## config.mk

```make
export PLATFORM = sky130hd
export DESIGN_NAME = fft_r22sdf_ctrl
export DESIGN_NICKNAME = d
export VERILOG_FILES = /design/src/rtl/fft_r22sdf_ctrl.sv
export SDC_FILE = /design/constraint.sdc
export NUM_CORES = 1
export LEC_CHECK = 0
export ABC_AREA = 1
export CELL_PAD_IN_SITES_DETAIL_PLACEMENT = 1
export CELL_PAD_IN_SITES_GLOBAL_PLACEMENT = 1
export CORE_MARGIN = 2
export CORE_UTILIZATION = 41
export DETAILED_ROUTE_END_ITERATION = 12
export PLACE_DENSITY = 0.79
export SLEW_MARGIN = 40
export SYNTH_ARGS = -nofsm -noshare
export SYNTH_HDL_FRONTEND = slang
export SYNTH_SLANG_ARGS = --single-unit
```

## constraint.sdc

```tcl
create_clock -name clk_i -period 3.5 [get_ports clk_i]
set_input_delay 0.525 -clock clk_i [delete_from_list [all_inputs] [get_ports clk_i]]
set_output_delay 0.525 -clock clk_i [all_outputs]
set_load 0.02 [all_outputs]
```

## src/rtl/fft_r22sdf_ctrl.sv

```systemverilog
`default_nettype none
// ============================================================================
// Module   : fft_r22sdf_ctrl
// Purpose  : Sequencer for a radix-2^2 SDF FFT pipeline. It drives the
//            butterfly selects, the twiddle addresses, input zeroing and the
//            output frame flags.
// Revision : 1.0  initial release
// ============================================================================
module fft_r22sdf_ctrl #(
   parameter int N      = 64,
   parameter int TW_LAT = 1,
   localparam int LOGN  = $clog2(N),
   localparam int NST   = LOGN / 2
) (
   input  logic                       clk_i,
   input  logic                       rst_n,
   input  logic                       valid_i,
   output logic                       zero_in_o,
   output logic [NST-1:0]             bfi_sel_o,
   output logic [NST-1:0]             bfii_sel_o,
   output logic [NST-1:0]             bfii_tsel_o,
   output logic [(NST-1)*LOGN-1:0]    tw_addr_o,
   output logic                       valid_o,
   output logic                       sof_o,
   output logic                       err_o,
   output logic                       busy_o
);

   localparam int              PIPE_LAT = N - 1 + TW_LAT * (NST - 1);
   localparam int              LW       = $clog2(PIPE_LAT + 1);
   localparam logic [LW-1:0]   LAT_FULL = LW'(PIPE_LAT);
   localparam logic [LW-1:0]   LAT_LAST = LW'(PIPE_LAT - 1);
   localparam logic [LOGN-1:0] SOF_CNT  = LOGN'(PIPE_LAT % N);

   // Cumulative delay of stage s relative to the master count.
   function automatic int stage_off(input int s);
      int acc;
      acc = 0;
      for (int j = 0; j < s; j++) begin
         acc = acc + (3 * (N >> (2 * j))) / 4 + TW_LAT;
      end
      return acc;
   endfunction

   typedef enum logic [1:0] {
      IDLE  = 2'd0,
      FILL  = 2'd1,
      RUN   = 2'd2,
      FLUSH = 2'd3
   } state_t;

   state_t                    r_state;
   state_t                    w_state_n;
   logic [LOGN-1:0]           r_cnt;
   logic [LOGN-1:0]           w_cnt_n;
   logic [LW-1:0]             r_age;
   logic [LW-1:0]             w_age_inc;
   logic [LW-1:0]             r_fl;
   logic [LW-1:0]             w_fl_n;
   logic                      r_hold;
   logic                      w_hold_n;
   logic                      r_err;
   logic                      w_err_n;
   logic                      w_frame_edge;
   logic                      w_ctl_en;
   logic                      w_valid_n;
   logic                      w_sof_n;
   logic [NST-1:0]            w_bfi_n;
   logic [NST-1:0]            w_bfii_n;
   logic [NST-1:0]            w_tsel_n;
   logic [(NST-1)*LOGN-1:0]   w_tw_n;
   logic                      r_valid;
   logic                      r_sof;
   logic [NST-1:0]            r_bfi;
   logic [NST-1:0]            r_bfii;
   logic [NST-1:0]            r_tsel;
   logic [(NST-1)*LOGN-1:0]   r_tw;

   assign w_frame_edge = (r_cnt == '0);

   // r_age counts cycles since sample 0 and saturates once the pipe is full.
   always_comb begin
      w_age_inc = r_age;
      if (r_state == IDLE) begin
         w_age_inc = LW'(1);
      end else if (r_age != LAT_FULL) begin
         w_age_inc = r_age + LW'(1);
      end
   end

   always_comb begin
      w_state_n = r_state;
      w_hold_n  = r_hold;
      w_err_n   = r_err;
      w_fl_n    = r_fl;
      case (r_state)
         IDLE: begin
            if (valid_i) begin
               w_state_n = FILL;
            end
         end
         FILL, RUN: begin
            if (w_frame_edge) begin
               w_hold_n = 1'b0;
               if (!valid_i) begin
                  w_state_n = FLUSH;
                  w_fl_n    = LW'(1);
               end else if (r_state == FILL && w_age_inc == LAT_FULL) begin
                  w_state_n = RUN;
               end
            end else begin
               if (!valid_i) begin
                  w_hold_n = 1'b1;
                  w_err_n  = 1'b1;
               end
               if (r_state == FILL && w_age_inc == LAT_FULL) begin
                  w_state_n = RUN;
               end
            end
         end
         FLUSH: begin
            if (w_frame_edge && valid_i) begin
               w_state_n = (w_age_inc == LAT_FULL) ? RUN : FILL;
            end else begin
               if (!w_frame_edge && valid_i) begin
                  w_err_n = 1'b1;
               end
               if (r_fl == LAT_LAST) begin
                  w_state_n = IDLE;
               end else begin
                  w_fl_n = r_fl + LW'(1);
               end
            end
         end
         default: w_state_n = IDLE;
      endcase
   end

   assign w_cnt_n   = (w_state_n == IDLE) ? '0 : r_cnt + LOGN'(1);
   assign w_ctl_en  = (w_state_n != IDLE);
   assign w_valid_n = (w_state_n == RUN) ||
                      ((w_state_n == FLUSH) && (w_age_inc == LAT_FULL));
   assign w_sof_n   = w_valid_n && (w_cnt_n == SOF_CNT);

   // Zeroing follows valid_i in the same cycle so a missing sample never
   // reaches the first butterfly.
   always_comb begin
      zero_in_o = 1'b0;
      case (r_state)
         FILL, RUN: zero_in_o = !valid_i || (r_hold && !w_frame_edge);
         FLUSH:     zero_in_o = !(valid_i && w_frame_edge);
         default:   zero_in_o = 1'b0;
      endcase
   end

   genvar s;
   generate
      for (s = 0; s < NST; s++) begin : g_stage
         localparam int            MB    = LOGN - 2 * s;
         localparam logic [MB-1:0] OFF_S = MB'(stage_off(s) % N);
         logic [MB-1:0]            w_c;

         // Only the low log2(M_s) bits of the local count matter here.
         assign w_c         = w_cnt_n[MB-1:0] - OFF_S;
         assign w_bfi_n[s]  = w_c[MB-1];
         assign w_bfii_n[s] = w_c[MB-2];
         assign w_tsel_n[s] = ~w_c[MB-1];

         if (s < NST - 1) begin : g_tw
            localparam logic [MB-1:0] N_MASK = MB'((1 << (MB - 2)) - 1);
            logic [LOGN-1:0]          w_k;
            logic [LOGN-1:0]          w_n;
            logic [LOGN-1:0]          w_prod;

            assign w_k    = LOGN'({w_c[MB-2], w_c[MB-1]});
            assign w_n    = LOGN'(w_c & N_MASK);
            assign w_prod = w_k * w_n;
            assign w_tw_n[s*LOGN +: LOGN] = w_prod << (2 * s);
         end
      end
   endgenerate

   always_ff @(posedge clk_i) begin
      if (!rst_n) begin
         r_state <= IDLE;
      end else begin
         r_state <= w_state_n;
      end
   end

   always_ff @(posedge clk_i) begin
      if (!rst_n) begin
         r_cnt   <= '0;
         r_age   <= '0;
         r_fl    <= '0;
         r_hold  <= 1'b0;
         r_err   <= 1'b0;
         r_valid <= 1'b0;
         r_sof   <= 1'b0;
         r_bfi   <= '0;
         r_bfii  <= '0;
         r_tsel  <= '0;
         r_tw    <= '0;
      end else begin
         r_cnt   <= w_cnt_n;
         r_age   <= (w_state_n == IDLE) ? '0 : w_age_inc;
         r_fl    <= w_fl_n;
         r_hold  <= w_hold_n;
         r_err   <= w_err_n;
         r_valid <= w_valid_n;
         r_sof   <= w_sof_n;
         r_bfi   <= w_ctl_en ? w_bfi_n  : '0;
         r_bfii  <= w_ctl_en ? w_bfii_n : '0;
         r_tsel  <= w_ctl_en ? w_tsel_n : '0;
         r_tw    <= w_ctl_en ? w_tw_n   : '0;
      end
   end

   assign bfi_sel_o   = r_bfi;
   assign bfii_sel_o  = r_bfii;
   assign bfii_tsel_o = r_tsel;
   assign tw_addr_o   = r_tw;
   assign valid_o     = r_valid;
   assign sof_o       = r_sof;
   assign err_o       = r_err;
   assign busy_o      = (r_state != IDLE);

endmodule
`default_nettype wire
```

### Yosys cells after proc, flatten, opt, wreduce, memory -nomap -nowiden

Cells that the tools add are included.

| word-level totals | value |
|---|---|
| register bits | 47 |
| input port bits | 3 |
| output and inout port bits | 26 |
| logic and storage cells | 86 |

| operators by class | value |
|---|---|
| add/sub/neg operators | 5 |
| $mul | 2 |
| equality and inequality tests | 16 |
| muxes and demuxes | 23 |
| bitwise logic cells | 4 |
| reduce and logical (&&, ||, !) cells | 23 |

Operator list:

| kind | number |
|---|---|
| $mux 7 | 6 |
| $add 7x1->7 const B | 2 |
| $eq 7x7->1 const B | 2 |
| $mux 2 | 7 |
| $pmux 7 s2 | 1 |
| $ne 2x2->1 const B | 6 |
| $reduce_and 5->1 | 2 |
| $eq 2x2->1 const B | 4 |
| $ne 7x7->1 const B | 1 |
| $add 6x1->6 const B | 1 |
| $eq 6x1->1 const B | 1 |
| $logic_and 1x1->1 | 6 |
| $logic_not 6->1 | 1 |
| $mul 2x4->6 | 1 |
| $mux 6 | 1 |
| $pmux 2 s3 | 1 |
| $reduce_bool 2->1 | 3 |
| $mux 1 | 5 |
| $logic_not 2->1 | 2 |
| $mul 2x2->4 | 1 |
| $not 1->1 | 4 |
| $pmux 1 s2 | 2 |
| $reduce_and 2->1 | 2 |
| $reduce_or 2->1 | 2 |
| 6 further kinds | 9 |

### Longest topological paths before layout

Gate-level depths: netlist (run 1).

| logic depth | value |
|---|---|
| depth in word-level cells | 13 |
| depth in mapped cells | 25 |
| gate-level depth less buffers | 25 |

### Worst setup path after synthesis (run 1)

Ideal clock, no wire load.

| path | value |
|---|---|
| path kind | flip-flop to flip-flop |
| start point | register r_state[1] |
| end point | register r_tw[5] (netlist: tw_addr_o[5]) |
| setup time | 0.118 ns |
| arrival | 2.937 ns |
| required time | 3.382 ns |
| setup slack | 0.445 ns |
| stages on the path, launching flop included | 23 |
| buffers on the path | 1 |
| period minus slack after synthesis | 3.055 ns |
| path through | dfxtp_1 > inv_1 > ha_1 > clkinv_1 > nand3_1 > nand3_1 > nor2_1 > nand2_1 > nand2_2 > nand2_1 > nand2_1 > nand3_2 > nand2_2 > nand2_2 > buf_12 > nand2_1 > nor2_1 > ha_1 > fa_1 > nand2_1 > inv_1 > o21ai_0 > nor3_2 |

| between the ends | value |
|---|---|
| cells in the longest elaborated chain, start to end | 11 |
| elaborated cells between the ends (all ways) | 21 |
| those cells by class | mul (1); eq/ne (4); mux (10); reduce/logical (6) |

Ends and longest elaborated chain:

| what | RTL line | text |
|---|---|---|
| from (decl) | 52 | `state_t r_state;` |
| from (signal assigned) | 187 | `r_state <= w_state_n;` |
| $logic_not 2->1 | 84, 96 |  |
| $mux 7 | 84 | `if (r_state == IDLE) begin` |
| $eq 7x7->1 | 108, 116, 123 |  |
| $logic_and 1x1->1 | 108, 116 |  |
| $mux 2 | 108, 116 |  |
| $mux 2 | 105 | `if (!valid_i) begin` |
| $mux 2 | 103 | `if (w_frame_edge) begin` |
| $pmux 2 s3 (*) | 96 | `case (r_state)` |
| $logic_not 2->1 | 139 | `assign w_cnt_n = (w_state_n == IDLE) ? '0 : r_cnt + LOGN'(1);` |
| $mux 6 | 139 |  |
| $mul 2x4->6 | 177 | `assign w_prod = w_k * w_n;` |
| to (signal assigned) | 215 | `r_tw <= w_ctl_en ? w_tw_n : '0;` |
| to (decl) | 77 | `logic [(NST-1)*LOGN-1:0] r_tw;` |

Mark *: on every way between the ends. The rest lies on a longest branch, timed or not.
A chain may end at the register's enable or synchronous reset.

### Worst setup path after layout (run 1)

| path | value |
|---|---|
| start point | register r_age[1] |
| end point | register r_tw[5] (netlist: tw_addr_o[5]) |

| between the ends | value |
|---|---|
| cells in the longest elaborated chain, start to end | 12 |
| elaborated cells between the ends (all ways) | 17 |
| those cells by class | add/sub (1); mul (1); eq/ne (2); mux (9); reduce/logical (4) |

Ends and longest elaborated chain:

| what | RTL line | text |
|---|---|---|
| from (decl) | 56 | `logic [LW-1:0] r_age;` |
| from (signal assigned) | 206 | `r_age <= (w_state_n == IDLE) ? '0 : w_age_inc;` |
| $add 7x1->7 / $ne 7x7->1 (equally long branches) | 87, 86 |  |
| $mux 7 (*) | 86 | `end else if (r_age != LAT_FULL) begin` |
| $mux 7 (*) | 84 |  |
| $eq 7x7->1 (*) | 108, 116, 123 |  |
| $logic_and 1x1->1 | 108, 116 |  |
| $mux 2 | 108, 116 |  |
| $mux 2 | 105 |  |
| $mux 2 | 103 |  |
| $pmux 2 s3 (*) | 96 |  |
| $logic_not 2->1 | 139 |  |
| $mux 6 | 139 |  |
| $mul 2x4->6 | 177 |  |

Marks and branches as above.

==> impl_metrics.ini, run 1 <==
[global_route]
grt_pass1_vias = 1995
global_route_wire_length_before_repair_um = 8860
grt_usage = 0.181
antenna_violations_before_repair = 0
grt_start_max_net_pins = 22
grt_overflow = 0

[clock_tree]
cts_buffers = 5
clockRootBuffer = clkbuf_8
clk_pin_slew_ns = 0.09
cts.htree.levels = 2
clkSinkCount = 45
tritoncts_clock_tree = built
cts_buffer_depth = 2
holdBufCountCts = 0
worstSkewPairLatency_ns = 0.30

[synth]
yosys_warnings = 0
post_synth_inst_count = 293
number_of_synthesized_register_bits = 45
synthesized_area_divided_by_synthesized_cell_count_um2 = 7.92
synthFlopType = dfxtp_1
synth_cell_types = 39
post_synth_arst_share = 0
synth_area_mm2 = 0.00232
yosysSeqAreaShare = 0.388
synth_enable_flop_cells = 0

[setup_path]
critPathMaxStageDelay_ns = 0.42
slowest_stage = dfxtp_1
type_of_the_setup_path_with_the_least_slack = flop to flop
crit_top_cell = nand2_1
worst-endpoint-arrival_ns = 3.32
cp_num_buf_inv = 3
regToRegStartpoint = r_age[1]$_SDFF_PN0_
endpoint_kind = flop
worst_setup_path_start_kind = flop
critPathRequiredTime_ns = 3.69
worstPathCellList = inv_1 -> ha_1 -> nand2_1 -> inv_1 -> nand3_2 -> nand2_1 -> nand2_1 -> nor2_1 -> nor2_2 -> nand2_1 -> nand2_2 -> nand2_1 -> nand2_1 -> nand3_2 -> nand2_2 -> nand2_4 -> nand2_2 -> nor2_1 -> ha_1 -> fa_1 -> nand2_1 -> inv_1 -> o21ai_0 -> nor3_2
worst_setup_path_startpoint = r_age[1]$_SDFF_PN0_
crit_path_max_fanout = 9
r2r_slack_ns = 0.37
crit_family = simple AND/OR/NAND/NOR gates

[min_path]
timing.hold.worst.class = flop to flop
min_delay_startpoint = r_fl[5]$_SDFFE_PN0P_

[timing]
hold_viol_final = 0
fin_worst_skew_ns = 0.00395
timing.final.setup_violations = 0
grt_setup_unrepaired = false
timing.final.max_slew_violations = 0
worst_pin_slew_ns = 0.556
final_critical_path_share_of_the_clock_period = 0.896
max_freq_ghz = 0.319
final.min_clock_period_ns = 3.13
finalWorstSetupSlack_ns = 0.365
setup-tns-final_ns = 0
timing.max_slew.rel_slack = 0.628

[placed_design]
port_buffers = 26
placed_cell_area_mm2 = 0.00264
place.gp.congestion = 0.860
detailedPlace.worstSlack_ns = 0.135
dp_hpwl_um = 3840

[detailed_routing]
drt_first_pass_iters = 4
drt.antenna.violating_nets = 0
via_count_of_the_routed_design = 1928
wl_per_cell_um = 12.6
drc = 0
vias_per_cell = 4.82
dr.first_iter.drc_count = 60
wire_length_after_detailed_routing_um = 5020

[pwr]
p_leak_nw = 1.25
power-per-cell-area_mw_per_mm2 = 480
worst_ir_drop_vdd_v = 0.000192
power.total_mw = 1.33

[final_layout]
fin_nets = 348
filler_cell_count = 696
number_of_inserted_diodes = 0
post_route_cells_drive_above_1_share = 0.143
final_instance_area_mm2 = 0.00277
area_delta_synth_final_pct = 19.5

[floorplan]
area_of_the_die_mm2 = 0.00628
rows = 27
top_level_ports = 29
die_w_um = 79.2
standard_cell_core_area_mm2 = 0.00547
die_y_um = 79.2
starting_density_of_the_core = 0.424

[outcome]
status = finished clean

[job]
drv.max_cap_violation_count = 0
timing repair:
| action | 4_1_cts | 5_1_grt |
|---|---|---|
| gates resized for setup | 0 | 7 |
| endpoints found under the setup margin | 0 | 7 |
| buffers inserted | 0 | 2 |
metal layers:
| metal | share of wire | global-route usage |
|---|---|---|
| met1 | 0.48 | 0.214 |
| met2 | 0.49 | 0.320 |
| met3 | 0.021 | 0.0375 |
| met4 | 0.014 | 0.0672 |
| met5 | 0 | 0 |
stage by stage:
stage	hold WS (ns)	cells	util
after floorplan	0.441	294	-
after global placement	0.455	389	0.481
after detailed placement	0.459	389	0.481
after CTS	0.486	397	0.498
after global routing	0.502	400	0.506
final	0.479	400	0.506
power by group:
group | internal [mW] | switching [mW]
Combinational | 0.171 | 0.264
Sequential | 0.552 | 0.0210
Clock | 0.142 | 0.181
cell usage after synthesis (4+ instances only):
cell | count | area (µm²)
a21oi_1 | 11 | 55.1
dfxtp_1 | 45 | 901
ha_1 | 17 | 213
inv_1 | 43 | 161
nand2_1 | 41 | 154
nand2_2 | 7 | 43.8
nand3_1 | 20 | 100
nand4_1 | 4 | 25.0
nor2_1 | 46 | 173
nor3_1 | 6 | 30.0
nor3_2 | 4 | 40.0
o21ai_0 | 9 | 45.0
area by class of cell:
type	instances	area, µm²	share of cell area
well taps	72	90.1	0.0325
inverters	47	181	0.0655
clock buffers	5	68.8	0.0248
clock inverters	3	21.3	0.00767
multi-input cells	196	1210	0.435
repair buffers	31	298	0.107
flip-flops and latches	45	901	0.325
repair inverters	1	5.00	0.00181
layout by cell type (no fill, tap or decap), drive strengths merged:
cell type,n
a22oi,1
fa,1
clkinvlp,3
nor3,10
xor2,4
buf,5
o21a,1
nand4,4
nor4,1
clkdlybuf4s50,26
a31oi,1
nand3,23
inv,46
a21o,1
dfxtp,45
conb,2
nand2,51
o311ai,1
o21bai,1
nor2,48
ha,17
o31ai,1
and3,1
a211oi,3
or2,1
o21ai,11
clkinv,2
a21oi,12
clkbuf,5
logic make-up after synthesis:
kind of cell,synth area share
other,0.00162
buffers and inverters,0.103
and+or+nand+nor,0.292
xor gates and xnor gates,0.0183
DFF,0.388
AOI/OAI and AO/OA,0.0960
adders and majority gates,0.100
sequential cells by signal (all words and copies together), names as in the netlist:
name,cells
bfii_tsel_o,3
bfi_sel_o,3
r_hold,1
r_state,2
bfii_sel_o,3
r_cnt,6
r_fl,7
err_o,1
sof_o,1
tw_addr_o,10
r_age,7
valid_o,1
worst paths after layout:
path	cells after the start	endpoint
min	2	r_fl[5]$_SDFFE_PN0P_
min reg2reg	2	r_fl[5]$_SDFFE_PN0P_
max	24	tw_addr_o[5]$_SDFF_PN0_
max reg2reg	24	tw_addr_o[5]$_SDFF_PN0_
worst register-to-register path, delay by kind of cell, from the launching register on:
kind / cells / cell delay (ns)
compound gates: 1 / 0.20
fa+ha+maj: 3 / 0.82
buf+inv: 3 / 0.18
flops: 1 / 0.42
simple gates: 17 / 1.40
(Power assumes the default switching activity.)
==> run 2, diff against run 1 <==
CORE_ASPECT_RATIO = 1.75   (was not set)
CORE_UTILIZATION = 37   (was 41)
PLACE_DENSITY = 0.76   (was 0.79)
clock period = 2.7 ns   (was 3.5 ns; I/O delays follow)
==> run 2 against run 1 <==
Compared with the run above:
- the flow now finishes with violations (negative setup slack)
- register-to-register slack worse by 0.75 ns
- die area up 11%
- maximum frequency up 1.6%
- sequential power is 30% higher
- critical endpoint is now tw_addr_o[2]$_SDFF_PN0_
- highest routed layer unchanged
==> impl_metrics.ini, run 2 (synthesis gave the netlist of run 1 again) <==
[outcome]
status = finished with violations
violations = negative setup slack

[job]
drv.max_cap_violation_count = 0

[clock_tree]
tritoncts_clock_tree = built
cts_buffers = 5
clkSinkCount = 45
clk_pin_slew_ns = 0.09
cts.htree.levels = 2
clockRootBuffer = clkbuf_8
holdBufCountCts = 0
cts_buffer_depth = 2
worstSkewPairLatency_ns = 0.32

[floorplan]
starting_density_of_the_core = 0.378
standard_cell_core_area_mm2 = 0.00613
rows = 38
die_y_um = 109
die_w_um = 63.9
area_of_the_die_mm2 = 0.00694
top_level_ports = 29

[timing]
fin_worst_skew_ns = 0.0141
timing.final.setup_violations = 11
timing.final.max_slew_violations = 0
worst_case_hold_slack_ns = 0.480
finalWorstSetupSlack_ns = -0.385
final.min_clock_period_ns = 3.08
hold_viol_final = 0
final_critical_path_share_of_the_clock_period = 1.14
setup-tns-final_ns = -2.58
max_freq_ghz = 0.324
grt_setup_unrepaired = true

[setup_path]
r2r_slack_ns = -0.38
cp-endpoint = tw_addr_o[2]$_SDFF_PN0_
regToRegStartpoint = r_age[1]$_SDFF_PN0_
worst_setup_path_startpoint = r_age[1]$_SDFF_PN0_
worst_setup_path_start_kind = flop
type_of_the_setup_path_with_the_least_slack = flop to flop
critPathRequiredTime_ns = 2.95
ff2ff_path_depth = 21
crit_path_max_fanout = 5
endpoint_kind = flop
worst-endpoint-arrival_ns = 3.34
worstReg2RegEnd = tw_addr_o[2]$_SDFF_PN0_

[detailed_routing]
wl_per_cell_um = 18.4
drt_first_pass_iters = 4
wire_length_after_detailed_routing_um = 8820
vias_per_cell = 5.00
dr.first_iter.drc_count = 39
drt.antenna.violating_nets = 0
via_count_of_the_routed_design = 2400
drc = 0

[global_route]
grt_overflow = 0
grt_pass1_vias = 2710
grt_start_max_net_pins = 14
global_route_wire_length_before_repair_um = 12900
antenna_violations_before_repair = 0
grt_usage = 0.248

[final_layout]
layout.cells.most_common_list = buf_4, dfxtp_1, nor2_1
final_instance_area_mm2 = 0.00370
filler_cell_count = 730
post_route_utilization = 0.603
number_of_inserted_diodes = 0
fin_nets = 420
largest_reg_flops = 10
post_route_cells_drive_above_1_share = 0.463
mostFrequentLayoutCell = buf_4
area_delta_synth_final_pct = 59.5

[pwr]
worst_ir_drop_vdd_v = 0.000455
p_leak_nw = 1.62
power-per-cell-area_mw_per_mm2 = 574

[min_path]
min_delay_startpoint = err_o$_SDFFE_PN0P_
timing.hold.worst.class = flop to flop

[placed_design]
detailedPlace.worstSlack_ns = -0.542
placed_cell_area_mm2 = 0.00308
dp_hpwl_um = 5320
place.gp.congestion = 0.823
port_buffers = 26
[run 2: changes by cell type in the layout (fill, tap and decap cells not counted), sizes merged]
cell and change:
buf +72, clkbuf +1, clkinvlp -3, clkinv +2, clkdlybuf4s50 -1, dlygate4sd2 +1
nand2 +1, inv -1
[run 2: layer usage]
| layer | part of all wire | global-route usage | routed length, µm |
|---|---|---|---|
| met2 | 0.62 | 0.501 | 5430 |
| met4 | 0.074 | 0.200 | 656 |
| met3 | 0.020 | 0.0351 | 174 |
| met1 | 0.29 | 0.201 | 2560 |
| met5 | 0 | 0 | 0 |
[run 2: worst min path at each step]
stage	to	slack (ns)	cells after the start
4_1_cts	err_o$_SDFFE_PN0P_	0.48	1
2_1_floorplan	r_cnt[0]$_SDFF_PN0_	0.45	1
3_3_place_gp	err_o$_SDFFE_PN0P_	0.45	1
5_1_grt	err_o$_SDFFE_PN0P_	0.49	1
6_report	err_o$_SDFFE_PN0P_	0.48	1
3_5_place_dp	err_o$_SDFFE_PN0P_	0.46	1
[run 2: through the flow]
step | instances | total power, mW
finish | 480 | 2.13
global route | 480 | 2.22
CTS | 480 | 2.02
detailed placement | 446 | 1.47
global placement | 446 | 1.45
floorplan | 294 | 1.19
[run 2: layout make-up]
| cell class | count | area (µm²) | area share |
|---|---|---|---|
| Clock inverter | 2 | 10.0 | 0.00271 |
| Tap cell | 80 | 100 | 0.0271 |
| Multi-Input combinational cell | 197 | 1560 | 0.422 |
| Clock buffer | 6 | 72.6 | 0.0196 |
| Timing Repair Buffer | 103 | 863 | 0.233 |
| Inverter | 47 | 185 | 0.0501 |
| Sequential cell | 45 | 908 | 0.246 |
[run 2: what timing repair did]
action / in CTS / in global routing
gates cloned: 1 / 0
endpoints found under the setup margin: 13 / 21
pin swaps: 22 / 34
gates resized for setup: 48 / 39
setup buffers: 25 / 9
hold endpoints to repair: 0 / 0
[run 2: critical path, stage by stage (launching register included)]
cell and delay [ns]:
dfxtp_2 0.35, inv_2 0.07, ha_4 0.13, nand2_2 0.04, inv_2 0.07, nand3_4 0.14
nand2_4 0.12, nand3_4 0.09, nand2_4 0.09, nor2_4 0.05, nand3_2 0.08, nand2_1 0.09
nand2_1 0.12, nand2_2 0.09, a21oi_4 0.30, nand2_8 0.15, nand2_8 0.12, nor2_2 0.05
ha_2 0.19, fa_2 0.55, inv_2 0.04, nor2_2 0.08
[run 2: report_power, final]
| part | switching [mW] | leakage (nW) | total [mW] | internal (mW) |
|---|---|---|---|---|
| logic | 0.518 | 1.20 | 0.951 | 0.433 |
| registers | 0.0294 | 0.367 | 0.748 | 0.719 |
| clock network | 0.246 | 0.0450 | 0.426 | 0.180 |
